===== src/rtl/eu_pkg.sv =====
// Shared execution-unit types: the per-lane issue packet carried through the issue FIFO.
package eu_pkg;

  typedef struct packed {
`ifdef EU_DEBUG_MODE
    logic [31:0] inst;
`endif
    logic [4:0]  rd_addr;
    logic        rd_we;
    logic [31:0] inst_addr;
    logic [63:0] rs1;
    logic [63:0] rs2;
    logic [63:0] imm;
    logic [6:0]  opcode;
    logic [2:0]  funct3;
    logic [6:0]  funct7;
    logic [5:0]  shamt;
    logic [1:0]  pid;
  } eu_issue_pkt_t;

endpackage


===== src/rtl/eu_lead_ones.sv =====
// Counts consecutive set bits starting at bit 0; the first clear bit ends the run.
module eu_lead_ones #(
  parameter int unsigned W = 2,
  localparam int unsigned CW = $clog2(W + 1)
) (
  input  logic [W-1:0]  bits,
  output logic [CW-1:0] count
);

  logic run;

  always_comb begin
    count = '0;
    run   = 1'b1;
    for (int unsigned i = 0; i < W; i++) begin
      run   = run & bits[i];
      count = count + CW'(run);
    end
  end

endmodule


===== src/rtl/eu_issue_fifo.sv =====
// Multi-lane in-order issue FIFO with first-word fall-through outputs and redirect flush.
module eu_issue_fifo
  import eu_pkg::*;
#(
  parameter int unsigned WAYS  = 2,
  parameter int unsigned DEPTH = 8,
  parameter type         PKT_T = eu_issue_pkt_t
) (
  input  logic                       clk,
  input  logic                       reset_n,
  input  logic                       flush_i,
  input  logic [WAYS-1:0]            in_valid_i,
  input  PKT_T [WAYS-1:0]            in_pkt_i,
  output logic                       in_ready_o,
  output logic [WAYS-1:0]            out_valid_o,
  output PKT_T [WAYS-1:0]            out_pkt_o,
  input  logic [WAYS-1:0]            out_ready_i,
  output logic [$clog2(DEPTH+1)-1:0] count_o
);

  localparam int unsigned AW = $clog2(DEPTH);
  localparam int unsigned CW = $clog2(DEPTH + 1);
  localparam int unsigned LW = $clog2(WAYS + 1);
  localparam logic [CW-1:0] READY_MAX = CW'(DEPTH - WAYS);

  logic [AW:0]   wr_ptr;
  logic [AW:0]   rd_ptr;
  logic [CW-1:0] count;
  logic [CW-1:0] count_next;
  logic [LW-1:0] enq_avail;
  logic [LW-1:0] enq_num;
  logic [LW-1:0] deq_num;
  logic          empty;
  logic          full;
  logic [AW-1:0] wr_idx [WAYS];
  logic [AW-1:0] rd_idx [WAYS];
  PKT_T          mem [DEPTH];

  assign empty      = (count == '0);
  assign full       = (count == CW'(DEPTH));
  assign count_o    = count;

  // Ready looks only at the registered occupancy so it never depends on out_ready_i.
  assign in_ready_o = (count <= READY_MAX);

  eu_lead_ones #(.W(WAYS)) u_enq_cnt (
    .bits  (in_valid_i),
    .count (enq_avail)
  );

  eu_lead_ones #(.W(WAYS)) u_deq_cnt (
    .bits  (out_valid_o & out_ready_i),
    .count (deq_num)
  );

  assign enq_num    = (in_ready_o && !flush_i) ? enq_avail : '0;
  assign count_next = count + CW'(enq_num) - CW'(deq_num);

  always_comb begin
    out_valid_o = '0;
    for (int unsigned k = 0; k < WAYS; k++) begin
      out_valid_o[k] = (count > CW'(k));
    end
  end

  always_comb begin
    for (int unsigned k = 0; k < WAYS; k++) begin
      wr_idx[k] = wr_ptr[AW-1:0] + AW'(k);
      rd_idx[k] = rd_ptr[AW-1:0] + AW'(k);
    end
  end

  always_ff @(posedge clk or negedge reset_n) begin
    if (!reset_n) begin
      wr_ptr <= '0;
      rd_ptr <= '0;
      count  <= '0;
    end else if (flush_i) begin
      wr_ptr <= '0;
      rd_ptr <= '0;
      count  <= '0;
    end else begin
      wr_ptr <= wr_ptr + (AW+1)'(enq_num);
      rd_ptr <= rd_ptr + (AW+1)'(deq_num);
      count  <= count_next;
    end
  end

  always_ff @(posedge clk) begin
    for (int unsigned k = 0; k < WAYS; k++) begin
      if (LW'(k) < enq_num) begin
        mem[wr_idx[k]] <= in_pkt_i[k];
      end
    end
  end

  // Lanes without a valid entry read as zero so consumers never see stale payload.
  always_comb begin
    out_pkt_o = '0;
    for (int unsigned k = 0; k < WAYS; k++) begin
      if (out_valid_o[k]) begin
        out_pkt_o[k] = mem[rd_idx[k]];
      end
    end
  end

  a_ptr_count: assert property (@(posedge clk) disable iff (!reset_n)
    (wr_ptr - rd_ptr) == (AW+1)'(count));
  a_full_blocks: assert property (@(posedge clk) disable iff (!reset_n)
    full |-> !in_ready_o);
  a_empty_novalid: assert property (@(posedge clk) disable iff (!reset_n)
    empty |-> (out_valid_o == '0));

endmodule


===== config.mk =====
export PLATFORM = sky130hd
export DESIGN_NAME = eu_issue_fifo
export DESIGN_NICKNAME = d
export VERILOG_FILES = /design/src/rtl/eu_pkg.sv /design/src/rtl/eu_lead_ones.sv /design/src/rtl/eu_issue_fifo.sv
export SDC_FILE = /design/constraint.sdc
export NUM_CORES = 2
export LEC_CHECK = 0
export CAP_MARGIN = 15
export CORE_UTILIZATION = 50
export DETAILED_ROUTE_END_ITERATION = 8
export GPL_TIMING_DRIVEN = 0
export PLACE_DENSITY = 0.8
export SKIP_LAST_GASP = 1
export SLEW_MARGIN = 20
export SYNTH_ARGS = -nofsm -noshare
export SYNTH_HDL_FRONTEND = slang
export SYNTH_SLANG_ARGS = --single-unit

===== constraint.sdc =====
create_clock -name clk -period 16.99 [get_ports clk]
set_clock_uncertainty 0.2 [all_clocks]
set_input_delay 2.5485 -clock clk [delete_from_list [all_inputs] [get_ports clk]]
set_output_delay 2.5485 -clock clk [all_outputs]
set_load 0.01 [all_outputs]

==> summary.md <==
| Metric | Value |
|---|---|
| Die Height | 492.7 um |
| Int Power | 13350 uW |
| WL final | 484.8 mm |
| Post-CTS Hold Fix Bufs | 0 |
| Xor and xnor area share after synthesis | 0.0006651 |
| Startpoint Class | register |
| Clk sinks | 2050 |
| Final setup vio count | 0 |
| Mean Syn Cell Area | 14.59 um^2 |
| Gate power share | 0.537 |
| Clock Root Buffer | clkbuf_16 |
| Unrepaired setup endpoints after global routing | false |
| Drt drc | 0 |
| Maximum root-to-sink buffer count | 3 |
| Worst Hold Slack | 0.4808 ns |
| Initial antenna violation count | 177 |
| Post-CTS setup buffer count | 0 |
| Layout fillers | 17480 |
| Post-DP HPWL | 327.8 mm |
| Chip width | 492.7 um |
| Largest cells by area after synthesis | edfxtp_1 51%, mux2i_1 17%, mux2_1 17% |
| Power Total | 23120 uW |
| Fin cells | 13170 |
| CTS tree | built |
| Hold path start | rd_ptr[2] |
| Final min period | 7.937 ns |
| Register clock-pin slew on the reported worst setup and hold paths | 0.07 ns |
| DRT Pass-1 Iters | 6 |
| Maximum clock rate | 126.0 MHz |
| Critical Path End Type | output port |
| Post-synthesis simple-gate area fraction | 0.01588 |
| PD cells | 157.8 nW/um^2 |
| Register area share after synthesis | 0.5109 |
| Peak supply drop | 141.5 uV |
| Post-Syn Area | 120400 um^2 |
| Post-synthesis adder-cell area fraction | 0.001808 |
| Post-synth top area cell | edfxtp_1 |
| Placed Area | 139100 um^2 |
| Final Wtd Congestion | 0.9537 |
| Worst Path Class, Setup | reg -> out |
| Hold crit path type | reg -> reg |
| Antenna Nets Post-Route | 0 |
| P_sw | 9774 uW |
| Fin. Hold Viols | 0 |
| Avg WL per Cell | 36.82 um |
| Final period util | 0.4672 |
| # Max-Cap Violations | 0 |
| Layout area overhead | 21.71% |
| Layout cells sized above 1 | 0.1271 |
| Top_reg_cell synth | edfxtp_1 |
| Placed cells | 12630 |
| Overflow after GRT | 0 |
| Async S/R FF share, synth | 0.004878 |
| Outcome | finished, final reports clean |
| Req. time, crit path | 14.24 ns |
| Register bit total from synthesis | 2050 |
| Slew Viols, Final | 0 |
| Initial Utilization | 0.5048 |
| Core footprint | 238500 um^2 |
| Post-Synthesis Cells | 8254 |
| Worst-margin pin slew | 1.212 ns |
| Reg power frac | 0.252 |
| Post-route cell area | 146500 um^2 |
| Gates resized, CTS repair | 0 |
| Slew margin rel. | 0.1918 |
| Vias post-DR | 91550 |
| Synth unique cells | 39 |
| EDFF count, synth | 2040 |
| Synth Area in Compound Gates | 0.07219 |
| IO Count | 1034 |
| Global-route wire length before repair | 669.4 mm |
| TNS Setup | 0 ns |
| Static Leak | 0.04895 uW |
| Critical Path AT | 5.19 ns |
| Mux cell area share after synthesis | 0.3683 |
| Setup crit start | rd_ptr[0] |
| Core Rows | 179 |
| Synth cell count leaders | 2040 x edfxtp_1, 2040 x mux2i_1, 1785 x mux2_1 |
| Largest family of logic cells by synthesized area | multiplexers |
| Worst flop-to-flop path startpoint | count_o[3] |
| H-tree depth | 4 |
| Via density | 6.953 |
| TritonCTS Buffers | 218 |
| Die ar. | 242800 um^2 |
| Yosys warnings | 0 |
| 1st-iter DRT viols | 14050 |
| Largest net degree at the start of global routing | 20 |
| Sw frac | 0.4227 |
| Final nets | 10210 |
| Critical-path maximum fanout | 10 |
| Synth top area share | 0.5088 |
| Number of global-route vias before repair | 89810 |
| Clk_lat worst skew | 0.89 ns |
| Total track usage | 0.3845 |
| Clock power frac | 0.211 |
| IO Port Bufs | 1033 |
| Net Count, Synth | 8786 |
==> cell usage in the layout (no fill, tap or decap), types with 219 or more instances in the layout <==
cell | netlist | layout
a221o_1 | 255 | 255
a221oi_1 | 255 | 255
a22oi_1 | 510 | 510
and3_1 | 257 | 257
buf_2 | 435 | 436
clkbuf_1 | 233 | 253
clkbuf_16 | 0 | 219
clkdlybuf4s50_1 | 0 | 1033
edfxtp_1 | 2040 | 2040
mux2_1 | 1785 | 1785
mux2_4 | 250 | 250
mux2i_1 | 2040 | 2040
==> routing by layer <==
layer	up-vias	global-route usage	share of wire
met4	122	0.2575	0.076
met1	45140	0.4664	0.34
met5	-	0	0.0017
met2	7828	0.5746	0.44
met3	1769	0.1378	0.15
li1	36690	-	-
==> power by group through the flow <==
stage               clock network, uW  logic, uW  registers, uW
detailed placement                  0      11900           5940
global route                     5030      12500           5840
global placement                    0      11600           6120
finish                           4870      12400           5840
floorplan                           0       5810           5990
CTS                              4850      12000           5830
==> layout make-up <==
class,instances,area (um^2),area share
Sequential cell,2050,61510,0.4198
Multi-Input combinational cell,5450,55310,0.3775
Timing Repair Buffer,1207,14610,0.09973
Clock buffer,261,5638,0.03848
Tap cell,3167,3963,0.02704
Buffer,739,3616,0.02468
Clock inverter,142,1481,0.01011
Antenna cell,136,340.3,0.002323
Inverter,15,56.30,0.0003842
==> metrics by stage <==
stage | util | setup WS (ns)
6_report | 0.6143 | 9.053
5_1_grt | 0.6138 | 9.058
4_1_cts | 0.6129 | 9.086
3_5_place_dp | 0.5831 | 10.03
3_3_place_gp | 0.5647 | -17.17
2_1_floorplan | - | 0.5997
==> worst paths after layout <==
check	to	slack, ns	cells after the start
setup / recovery	out_pkt_o[293]	9.05	8
hold / removal	rd_ptr[2]	0.48	3
setup reg to reg	mem[1][89]	12.51	13
hold reg to reg	rd_ptr[2]	0.48	3
max in group asynchronous	rd_ptr[2]	14.35	1
min in group asynchronous	count_o[3]	1.82	1
==> critical path: stages, from the launching register on <==
cell,delay (ns)
dfrtp_1,0.44
ha_1,0.28
xor2_4,0.50
nor2_1,0.15
buf_2,0.42
clkbuf_1,0.45
a221o_1,0.40
a221oi_1,0.94
clkdlybuf4s50_1,0.73
==> flip-flops by register name (all words and copies together), names as in the netlist <==
register  cells
mem        2040
wr_ptr        3
count_o       4
rd_ptr        3
==> cell families (layout without fill, tap and decap cells) <==
logic type | after synthesis | in the layout
buffers and inverters | 754 | 2364
multiplexers | 4081 | 4081
AO/OA/AOI/OAI | 1033 | 1033
AND/OR/NAND/NOR | 314 | 314
flip-flops | 2050 | 2050
adder cells (fa/ha/maj) | 15 | 15
other | 0 | 136
XOR/XNOR | 7 | 7
(Power assumes the default switching activity.)
